<file path="config.mk">
export PLATFORM = sky130hd
export DESIGN_NAME = pico_mem_responder
export DESIGN_NICKNAME = d
export VERILOG_FILES = /design/src/rtl/pico_mem_responder.sv
export SDC_FILE = /design/constraint.sdc
export NUM_CORES = 1
export LEC_CHECK = 0
export CORE_AREA = 2 2 271 273
export CTS_BUF_LIST = sky130_fd_sc_hd__clkbuf_16
export DETAILED_ROUTE_END_ITERATION = 12
export DIE_AREA = 0 0 273 275
export GPL_TIMING_DRIVEN = 0
export PLACE_DENSITY = 0.34
export SLEW_MARGIN = 20
export SYNTH_ARGS = -nofsm -noshare
export SYNTH_HDL_FRONTEND = slang
export SYNTH_SLANG_ARGS = --single-unit
</file>
<file path="constraint.sdc">
create_clock -name clk_i -period 3.75 [get_ports clk_i]
set_input_delay 1.125 -clock clk_i [delete_from_list [all_inputs] [get_ports clk_i]]
set_output_delay 1.125 -clock clk_i [all_outputs]
set_load 0.02 [all_outputs]
</file>
<file path="src/rtl/pico_mem_responder.sv">
// rtl/pico_mem_responder.sv - PicoRV32 memory responder on a 128-bit SRAM shared with an external master
// Optional one-line core read buffer: define PICO_MEM_LINEBUF_EN.
module pico_mem_responder #(
    parameter int PICO_MEM_DATA_SIZE = 32,
    parameter int PICO_MEM_ADDR_SIZE = 32,
    parameter int ASM_MEM_DATA_SIZE  = 128,
    parameter int SRAM_ADDR_SIZE     = 12,
    parameter int MAX_EXT_WIN        = 4
) (
    input  logic                          clk_i,
    input  logic                          resetn_i,
    input  logic                          mem_en_i,
    input  logic [3:0]                    mem_we_i,
    input  logic [PICO_MEM_ADDR_SIZE-1:0] mem_addr_i,
    input  logic [PICO_MEM_DATA_SIZE-1:0] mem_wdata_i,
    output logic [PICO_MEM_DATA_SIZE-1:0] mem_rdata_o,
    output logic                          mem_stall_o,
    output logic                          mem_err_o,
    input  logic                          ext_req_i,
    input  logic [15:0]                   ext_we_i,
    input  logic [PICO_MEM_ADDR_SIZE-1:0] ext_addr_i,
    input  logic [ASM_MEM_DATA_SIZE-1:0]  ext_wdata_i,
    output logic                          ext_gnt_o,
    output logic [ASM_MEM_DATA_SIZE-1:0]  ext_rdata_o,
    output logic                          sram_en_o,
    output logic [15:0]                   sram_we_o,
    output logic [SRAM_ADDR_SIZE-1:0]     sram_addr_o,
    output logic [ASM_MEM_DATA_SIZE-1:0]  sram_wdata_o,
    input  logic [ASM_MEM_DATA_SIZE-1:0]  sram_rdata_i
);

    localparam int LW = SRAM_ADDR_SIZE;
    localparam int CW = $clog2(MAX_EXT_WIN + 1);
    localparam logic [CW-1:0] WIN_MAX = CW'(MAX_EXT_WIN);

    logic [LW-1:0]  core_line;
    logic [LW-1:0]  ext_line;
    logic [1:0]     core_word;
    logic           core_oor;
    logic           core_rd;
    logic           ext_wr;
    logic           buf_hit;
    logic [31:0]    hit_word;
    logic           core_acc;
    logic           core_sram;

    logic [CW-1:0]  wait_cnt_q, wait_cnt_d;
    logic           rd_pend_q, rd_pend_d;
    logic [1:0]     rd_word_q, rd_word_d;
    logic [31:0]    rdata_q, rdata_d;
    logic           err_q, err_d;
    logic           ext_pend_q, ext_pend_d;
    logic [127:0]   ext_rdata_q, ext_rdata_d;

    logic           unused_bits;
    assign unused_bits = ^{mem_addr_i[1:0], ext_addr_i[3:0],
                           ext_addr_i[PICO_MEM_ADDR_SIZE-1:LW+4]};

    // Address decode and external grant; the external port only loses once the core has waited its window
    always_comb begin
        core_line = mem_addr_i[LW+3:4];
        core_word = mem_addr_i[3:2];
        core_oor  = |mem_addr_i[PICO_MEM_ADDR_SIZE-1:LW+4];
        core_rd   = mem_en_i && (mem_we_i == 4'h0);
        ext_line  = ext_addr_i[LW+3:4];
        ext_gnt_o = ext_req_i && (wait_cnt_q < WIN_MAX);
        ext_wr    = ext_gnt_o && (ext_we_i != 16'h0);
    end

`ifdef PICO_MEM_LINEBUF_EN
    logic [127:0]  buf_q, buf_d;
    logic [LW-1:0] buf_tag_q, buf_tag_d;
    logic          buf_valid_q, buf_valid_d;
    logic [LW-1:0] rd_line_q, rd_line_d;
    logic          sram_wr;

    // Hit lookup; an external write to the buffered line this cycle turns the hit into a miss
    always_comb begin
        buf_hit  = core_rd && !core_oor && buf_valid_q && (buf_tag_q == core_line)
                   && !(ext_wr && (ext_line == buf_tag_q));
        hit_word = buf_q[{core_word, 5'b0} +: 32];
    end

    // Fill on miss return, invalidate on any write landing on the buffered (or arriving) line
    always_comb begin
        sram_wr     = sram_en_o && (sram_we_o != 16'h0);
        buf_d       = buf_q;
        buf_tag_d   = buf_tag_q;
        buf_valid_d = buf_valid_q && !(sram_wr && (sram_addr_o == buf_tag_q));
        rd_line_d   = core_sram ? core_line : rd_line_q;
        if (rd_pend_q) begin
            buf_d       = sram_rdata_i;
            buf_tag_d   = rd_line_q;
            buf_valid_d = !(sram_wr && (sram_addr_o == rd_line_q));
        end
    end

    // Line buffer state
    always_ff @(posedge clk_i or negedge resetn_i) begin
        if (!resetn_i) begin
            buf_q       <= '0;
            buf_tag_q   <= '0;
            buf_valid_q <= 1'b0;
            rd_line_q   <= '0;
        end else begin
            buf_q       <= buf_d;
            buf_tag_q   <= buf_tag_d;
            buf_valid_q <= buf_valid_d;
            rd_line_q   <= rd_line_d;
        end
    end
`else
    // Without a buffer every core read goes to the SRAM
    always_comb begin
        buf_hit  = 1'b0;
        hit_word = '0;
    end
`endif

    // Arbitration and SRAM port mux: external grant owns the SRAM, otherwise an accepted in-range core miss/write
    always_comb begin
        mem_stall_o  = mem_en_i && ext_gnt_o && !buf_hit;
        core_acc     = mem_en_i && !mem_stall_o;
        core_sram    = core_acc && !core_oor && !buf_hit;
        sram_en_o    = 1'b0;
        sram_we_o    = '0;
        sram_addr_o  = '0;
        sram_wdata_o = '0;
        if (ext_gnt_o) begin
            sram_en_o    = 1'b1;
            sram_we_o    = ext_we_i;
            sram_addr_o  = ext_line;
            sram_wdata_o = ext_wdata_i;
        end else if (core_sram) begin
            sram_en_o    = 1'b1;
            sram_we_o    = 16'(mem_we_i) << {core_word, 2'b00};
            sram_addr_o  = core_line;
            sram_wdata_o = {4{mem_wdata_i}};
        end
    end

    // Core read return: SRAM misses forward combinationally at T+1, hits and out-of-range reads are registered at T
    always_comb begin
        mem_rdata_o = rd_pend_q ? sram_rdata_i[{rd_word_q, 5'b0} +: 32] : rdata_q;
        mem_err_o   = err_q;
        rdata_d     = mem_rdata_o;
        if (core_acc && core_rd) begin
            if (core_oor) begin
                rdata_d = '0;
            end else if (buf_hit) begin
                rdata_d = hit_word;
            end
        end
        rd_pend_d = core_sram && core_rd;
        rd_word_d = core_sram ? core_word : rd_word_q;
        err_d     = core_acc && core_oor;
    end

    // External read return and held data
    always_comb begin
        ext_rdata_o = ext_pend_q ? sram_rdata_i : ext_rdata_q;
        ext_rdata_d = ext_rdata_o;
        ext_pend_d  = ext_gnt_o && !ext_wr;
    end

    // Anti-starvation counter: counts stalled cycles of a held core request
    always_comb begin
        wait_cnt_d = wait_cnt_q;
        if (!mem_en_i || core_acc) begin
            wait_cnt_d = '0;
        end else if (mem_stall_o && (wait_cnt_q != WIN_MAX)) begin
            wait_cnt_d = wait_cnt_q + 1'b1;
        end
    end

    // Response and arbitration state
    always_ff @(posedge clk_i or negedge resetn_i) begin
        if (!resetn_i) begin
            wait_cnt_q  <= '0;
            rd_pend_q   <= 1'b0;
            rd_word_q   <= '0;
            rdata_q     <= '0;
            err_q       <= 1'b0;
            ext_pend_q  <= 1'b0;
            ext_rdata_q <= '0;
        end else begin
            wait_cnt_q  <= wait_cnt_d;
            rd_pend_q   <= rd_pend_d;
            rd_word_q   <= rd_word_d;
            rdata_q     <= rdata_d;
            err_q       <= err_d;
            ext_pend_q  <= ext_pend_d;
            ext_rdata_q <= ext_rdata_d;
        end
    end

endmodule

</file>
[After elaboration in Yosys (flattened, before gate mapping)]
Cells that the tools add are included.
Operators by class
  reductions and logical operators: 20
  shifts and indexed selects: 2
  magnitude comparators: 1
  equality and inequality tests: 1
  add/subtract/negate cells: 1
  mux-type cells: 14
Operators with widths (number)
  128-bit two-way mux: 3
  128-bit by 8-bit indexed part select with 32-bit output: 1
  32-bit two-way mux: 3
  16-bit two-way mux: 2
  12-bit two-way mux: 2
  16-bit nonzero test: 1
  16-bit OR reduction: 1
  4-bit by 4-bit << shifter with 16-bit output: 1
  1-bit logical AND: 11
  3-bit two-way mux: 2
  1-bit zero test: 4
  4-bit zero test: 1
  3-bit by 1-bit adder with 3-bit output (second input constant): 1
  3-bit < comparator (second input constant): 1
  3-bit != test (second input constant): 1
  1-bit two-way mux: 2
  2-bit nonzero test: 1
  1-bit logical OR: 1
Storage, ports and cells
  input port bits: 376
  register bits: 168
  output and inout bits: 320

[Longest topological paths before layout]
Gate-level depths: netlist (run 1).
  depth after elaboration: 8
  mapped depth: 6
  gate-level depth less buffers: 4

[Least setup slack after synthesis (run 1)]
No wires, ideal clock.
  kind: input port to output port
  start point: in ext_req_i
  end point: out sram_we_o[10]
  data required time: 2.625 ns
  arrival time: 2.306 ns
  setup slack: 0.319 ns
  cell stages on the path: 5
  cells stage by stage: nand2b_1 -> inv_2 -> clkbuf_1 -> clkbuf_1 -> a32o_1
Between the ends
  cells in the longest elaborated chain, start to end: 7
Ends and longest elaborated chain
  start: declaration: line 19  | input logic ext_req_i,
  1-bit logical AND *: line 66  | ext_gnt_o = ext_req_i && (wait_cnt_q < WIN_MAX);
  named net ext_gnt_o: line 23  | output logic ext_gnt_o,
  1-bit logical AND: line 122  | mem_stall_o = mem_en_i && ext_gnt_o && !buf_hit;
  1-bit zero test: line 123  | core_acc = mem_en_i && !mem_stall_o;
  1-bit logical AND: line 123
  1-bit logical AND: line 124  | core_sram = core_acc && !core_oor && !buf_hit;
  16-bit two-way mux: line 134  | end else if (core_sram) begin
  16-bit two-way mux *: line 129  | if (ext_gnt_o) begin
  end: declaration: line 26  | output logic [15:0] sram_we_o,
The timed path passes the listed nets; every way through them passes the cells marked *.

[Final worst setup path (run 1)]
  start point: in mem_addr_i[26]
  end point: out sram_wdata_o[80]
Between the ends
  cells in the longest elaborated chain, start to end: 5
Ends and longest elaborated chain
  start: declaration: line 14  | input logic [PICO_MEM_ADDR_SIZE-1:0] mem_addr_i,
  16-bit OR reduction: line 63  | core_oor = |mem_addr_i[PICO_MEM_ADDR_SIZE-1:LW+4];
  1-bit zero test: line 124
  1-bit logical AND: line 124
  128-bit two-way mux: line 134
  128-bit two-way mux: line 129
  end: declaration: line 28  | output logic [ASM_MEM_DATA_SIZE-1:0] sram_wdata_o,
Every way passes these cells.

==> impl_metrics.yaml, run 1 <==
place:
  gp_congestion: 0.841
  place.detailed.hpwl_um: 56000
  numPortBuffers: 673
  preCtsSetupSlack_ns: -1.69
  dpl_cell_area_mm2: 0.0171
clock_network:
  htree_levels: 4
  hold_buffers: 0
  root_buffer: "clkbuf_16"
  cts_buffers: 17
  clock_path_buffers: 2
  cts_tree: "built"
  clk_latency_ns: 0.49
  clk_pin_slew_ns: 0.07
  clock_sinks: 168
sta:
  rsz0062_at_grt: "yes"
  period_needed_ns: 4.11
  slew_violations: 0
  final.setup_skew_ns: 0.0159
  max_freq_mhz: 243
  setup_viol: 156
  worst_slack_ns: -0.359
  relSlewSlack: 0.524
  tightestPinTransition_ns: 0.713
  hold_violations: 0
  timing.final.crit_share: 1.10
global_routing:
  antenna_found_initial: 6
  grt_overflow: 0
  grt_pass1_vias: 10148
  grt_pass1_wl_um: 91900
  grt_usage: 0.179
  grt_max_degree: 70
route:
  routed_via_density: 3.99
  wl_per_cell_um: 29.6
  drtAntennaViolNets: 0
  drc: 0
  wirelength_um: 70200
  vias: 9459
  drt_iter0_markers: 486
  drt_first_pass_iters: 5
layout:
  final_common_cell: "clkdlybuf4s50_1"
  final_nets: 1774
  final_cell_area_mm2: 0.0190
  fillers: 7630
  multi_input_area_mm2: 0.00497
  seq_area_mm2: 0.00420
  area_growth_pct: 109
  drive_above_1_share: 0.416
  final_cell_mix: "clkdlybuf4s50_1, dfrtp_1, buf_6, mux2_2, a22o_1"
worst_hold_path:
  hp-class: "reg2reg"
  whs_path_depth: 1
synthesis:
  synth_area_leaders: "dfrtp_1, mux2_2, a22o_1"
  yosysTopAreaCell: "dfrtp_1"
  ys_seq_area_frac: 0.461
  ys_ff_latch: 168
  avgSynthCellArea_um2: 14.0
  synth_top_area_frac: 0.461
  yosysUniqueCellTypes: 30
  synth_cells: 653
  synth.net_count: 1031
  syn_area_mm2: 0.00913
  ys_warn_count: 0
floorplan:
  rows: 99
  die_y_um: 275
  core_region_area_mm2: 0.0723
  dieArea_mm2: 0.0751
  dieWidth_um: 273
  start_util: 0.126
  ios: 696
power:
  p_int_mw: 3.27
  leakagePower_nw: 8.51
  pwr-share-comb: 0.242
  p_switching_mw: 1.42
  switching_share: 0.303
  power_mw: 4.70
  p_per_area_mw_per_mm2: 246
  clock_power_share: 0.371
  ir_drop_mv: 0.336
  pwr-share-seq: 0.386
setup_path:
  required_ns: 2.62
  crit_fanout: 5
  crit_path_end_kind: "primary output"
  crit_path_start_kind: "input port"
  criticalPathCategory: "in2out"
  r2r_cells: 5
  arrival_ns: 2.98
job:
  drv_cap: 0
outcome:
  status: "finished, violations left"
  violations: "setup timing"
-- cell usage after synthesis --
cell type and count:
buf_2 24, o21ai_0 1, mux2_1 2, a22o_1 140, mux4_2 32, a32o_1 16
nand2b_1 1, inv_1 2, and2_1 2, nor2b_1 2, nand4_1 1, or4_1 2
nor4_2 4, inv_2 1, nor2_1 2, nor2_2 1, and3_1 3, mux2_2 131
and4_1 1, buf_6 4, ha_1 2, clkbuf_1 29, nand3_1 1, nor4_1 3
buf_4 14, dfrtp_1 168, o31a_1 32, nand2_1 1, mux2_4 29, nor3_1 2
-- cell families after synthesis --
family	count (synthesis)	share of synthesized area
flops	168	0.461
buf+inv	74	0.0428
compound gates	189	0.183
fa+ha+maj	2	0.00274
mux	194	0.291
simple gates	26	0.0199
-- power by group through the flow --
stage	registers [mW]	clock network [mW]	logic, mW
floorplan	1.85	0	0.279
global placement	1.85	0	1.06
detailed placement	1.85	0	1.07
CTS	1.81	1.86	1.11
global route	1.81	1.91	1.19
finish	1.81	1.74	1.14
-- path summary, 6_finish.rpt --
kind,start,endpoint,slack [ns]
max in group asynchronous,resetn_i,ext_rdata_q[93],2.50
worst min register to register,ext_rdata_q[90],ext_rdata_q[90],0.50
worst min-delay path,ext_rdata_q[90],ext_rdata_q[90],0.50
worst max register to register,rd_word_q[1],rdata_q[3],1.86
worst max-delay path,mem_addr_i[26],sram_wdata_o[80],-0.36
min in group asynchronous,resetn_i,ext_rdata_q[15],0.52
-- state kept, by name, summed over array words and instances (netlist names) --
name,cells
rd_pend_q,1
ext_pend_q,1
wait_cnt_q,3
rd_word_q,2
ext_rdata_q,128
rdata_q,32
mem_err_o,1
-- through the flow --
step                      hold WS [ns]  setup TNS [ns]   util  std cells
after floorplan                  0.543               0      -        653
after global placement           0.480        -1444.97  0.236       2285
after detailed placement         0.484         -245.00  0.237       2287
after CTS                        0.495          -63.70  0.263       2367
after global routing             0.508          -38.89  0.263       2370
final                            0.496          -28.67  0.263       2371
-- worst max-delay path, cell delays in order --
cell and delay, ns:
buf_6 0.10, nor4_4 0.35, nand4_1 0.16, buf_6 0.16, nor2_4 0.13, buf_12 0.13, buf_8 0.11, buf_16 0.11
buf_12 0.11, buf_16 0.12, buf_6 0.09, a22o_4 0.15, buf_6 0.13
-- timing repair --
item                                    in CTS  in global routing
buffers inserted                            36                 10
hold endpoints to repair                     0                  0
endpoints found under the setup margin     311                246
pin swaps                                   28                 35
gates resized for setup                   1004                299
cloned                                      13                  1
-- area by class of cell --
type,count,share of cell area
diodes,4,0.000525
flip-flops and latches,168,0.221
inverters,3,0.000591
clock inverters,14,0.00532
repair buffers,729,0.396
multi-input cells,411,0.261
plain buffers,66,0.0305
well taps,959,0.0630
clock buffers,17,0.0223
-- routing by layer --
metal  vias to the layer above  GRT usage  wire length (µm)
met5                         -          0                 7
met4                         2     0.0503              1400
met3                        49     0.0682              6110
met2                       439      0.297             34200
met1                      4846      0.216             28500
li1                       4123          -                 -
(Power assumes the default switching activity.)
==> run 2: changes to the inputs <==
--- a/config.mk
+++ b/config.mk
@@ -6,10 +6,11 @@
 export NUM_CORES = 1
 export LEC_CHECK = 0
-export CORE_AREA = 2 2 271 273
+export CORE_AREA = 2 2 270 272
 export CTS_BUF_LIST = sky130_fd_sc_hd__clkbuf_16
 export DETAILED_ROUTE_END_ITERATION = 12
-export DIE_AREA = 0 0 273 275
+export DIE_AREA = 0 0 272 274
 export GPL_TIMING_DRIVEN = 0
-export PLACE_DENSITY = 0.34
+export PLACE_DENSITY = 0.35
+export RECOVER_POWER = 100
 export SLEW_MARGIN = 20
 export SYNTH_ARGS = -nofsm -noshare
==> constraint.sdc (replaced) <==
create_clock -name clk_i -period 3.75 [get_ports clk_i]
set_input_delay 1.125 -clock clk_i [delete_from_list [all_inputs] [get_ports clk_i]]
set_output_delay 1.125 -clock clk_i [all_outputs]
set_load 0.1 [all_outputs]
==> run 2 against run 1 <==
The run ends with capacitance limit, slew limit, setup timing left. Worst hold slack worse by 0.017 ns. Utilization grew 2.6 points. Flip-flop and latch count is the same. Cell count is 0.59% lower. Sequential share of layout area shrank 1.9 points. Cell area increased by 9.2%. Combinational power grew 73%. Maximum frequency rose by 2.3%. Sequential power is essentially flat.
==> impl_metrics.yaml, run 2 (synthesis gave the netlist of run 1 again) <==
sta:
  rsz0062_at_grt: "yes"
  timing.final.crit_share: 1.07
  fin_hold_ws_ns: 0.479
  setup_tns_ns: -23.88
  setup_viol: 183
  max_freq_mhz: 249
  worst_slack_ns: -0.267
  slew_violations: 44
  period_needed_ns: 4.02
  tightestPinTransition_ns: 2.62
  relSlewSlack: -0.745
  final.setup_skew_ns: 0.0153
  hold_violations: 0
layout:
  layoutNonFillerInstCount: 2357
  seq_area_mm2: 0.00420
  final_nets: 1760
  top_regs: "ext_rdata_q (128), rdata_q (32), wait_cnt_q (3)"
  final_common_cell: "clkdlybuf4s50_1"
  area_growth_pct: 128
  final_cell_mix: "clkdlybuf4s50_1, buf_12, dfrtp_1, a22o_4, clkbuf_2"
  multi_input_area_mm2: 0.00580
  top_register: "ext_rdata_q"
  drive_above_1_share: 0.516
  largest_register_ffs: 128
  fillers: 7319
  post-route-util: 0.289
  final_cell_area_mm2: 0.0208
route:
  drt_first_pass_iters: 4
  drtAntennaViolNets: 0
  routed_via_density: 4.03
  wl_per_cell_um: 28.0
  wirelength_um: 65900
  vias: 9492
  drc: 0
  drt_iter0_markers: 377
setup_path:
  regToRegStartpoint: "ext_pend_q"
  criticalPathCategory: "in2out"
  cp-endpoint: "sram_wdata_o[41]"
  arrival_ns: 2.89
  crit_path_end_kind: "primary output"
  crit_fanout: 5
  crit_path_start: "mem_addr_i[26]"
  r2r-end: "ext_rdata_q[116]"
  required_ns: 2.62
  r2r_slack_ns: 1.78
  r2r_cells: 3
  crit_path_start_kind: "input port"
outcome:
  status: "finished, violations left"
  violations: "capacitance limit, slew limit, setup timing"
clock_network:
  htree_levels: 4
  clock_sinks: 168
  root_buffer: "clkbuf_16"
  cts_tree: "built"
  clock_path_buffers: 2
  clk_latency_ns: 0.48
  cts_buffers: 17
  clk_pin_slew_ns: 0.06
place:
  numPortBuffers: 673
  dpl_cell_area_mm2: 0.0173
  dpl.cell_count: 2287
  place.detailed.hpwl_um: 51700
  gp_congestion: 0.810
  preCtsSetupSlack_ns: -2.30
power:
  leakagePower_nw: 9.49
  ir_drop_mv: 0.340
  p_per_area_mw_per_mm2: 272
  power_mw: 5.67
global_routing:
  grt_overflow: 0
  grt_max_degree: 82
  grt_usage: 0.172
  grt_pass1_vias: 10516
  grt_pass1_wl_um: 88900
  antenna_found_initial: 9
floorplan:
  dieWidth_um: 272
  core_region_area_mm2: 0.0720
  rows: 99
  die_y_um: 274
  ios: 696
  start_util: 0.127
  dieArea_mm2: 0.0745
job:
  drv_cap: 1
worst_hold_path:
  hp-class: "reg2reg"
[run 2: changes by cell type in the layout (fill, tap and decap cells not counted), sizes merged, moves of 7 or more]
cell,previous run,this run
clkdlybuf4s50,459,322
dlymetal6s2s,17,9
dlygate4sd3,0,7
clkbuf,72,168
clkdlybuf4s15,4,17
buf,254,273
[run 2: timing repair]
item	CTS	global route
gates cloned	12	5
setup endpoints to repair	318	303
buffers inserted	23	8
hold buffers	0	0
resized for setup	1636	689
pin swaps	17	32
[run 2: routing by layer]
| layer | track usage | up-vias | wire length (µm) |
|---|---|---|---|
| met2 | 0.288 | 421 | 32500 |
| met1 | 0.210 | 4887 | 26600 |
| met5 | 0 | - | 13 |
| met3 | 0.0624 | 59 | 5850 |
| li1 | - | 4123 | - |
| met4 | 0.0422 | 2 | 1020 |
[run 2: power breakdown]
part | internal [mW] | switching [mW] | total, mW
clock network | 1.04 | 0.843 | 1.88
logic | 0.853 | 1.12 | 1.97
registers | 1.81 | 0.000731 | 1.81
total | 3.70 | 1.96 | 5.67
[run 2: worst min-delay path by stage]
stage | start | end | slack [ns] | cells past startpoint
detailed placement | ext_rdata_q[127] | ext_rdata_q[127] | 0.48 | 1
global route | ext_rdata_q[67] | ext_rdata_q[67] | 0.50 | 1
finish | ext_rdata_q[127] | ext_rdata_q[127] | 0.48 | 1
floorplan | wait_cnt_q[0] | wait_cnt_q[0] | 0.54 | 2
global placement | ext_rdata_q[105] | ext_rdata_q[105] | 0.48 | 1
CTS | ext_rdata_q[64] | ext_rdata_q[64] | 0.50 | 1
[run 2: worst max-delay path, cell delays in order]
cell and delay, ns:
buf_6 0.09, nor4_4 0.31, nand4_1 0.26, nor2_4 0.18
buf_6 0.15, buf_6 0.13, buf_16 0.14, buf_12 0.12
a22o_4 0.19, buf_12 0.19
[run 2: area by class of cell]
| class | count | share of cell area |
|---|---|---|
| antenna | 4 | 0.000481 |
| buffer | 65 | 0.0256 |
| clock buffer | 17 | 0.0204 |
| clock inverter | 14 | 0.00770 |
| inverter | 3 | 0.000662 |
| multi-input combinational | 411 | 0.279 |
| sequential | 168 | 0.202 |
| tap | 959 | 0.0577 |
| timing repair buffer | 716 | 0.407 |
==> run 3: changes to the inputs <==
Settings changed: HOLD_SLACK_MARGIN set to 0.05.
==> results of run 3 <==
No change in the layout: final DEF, timing and power equal those of run 2.
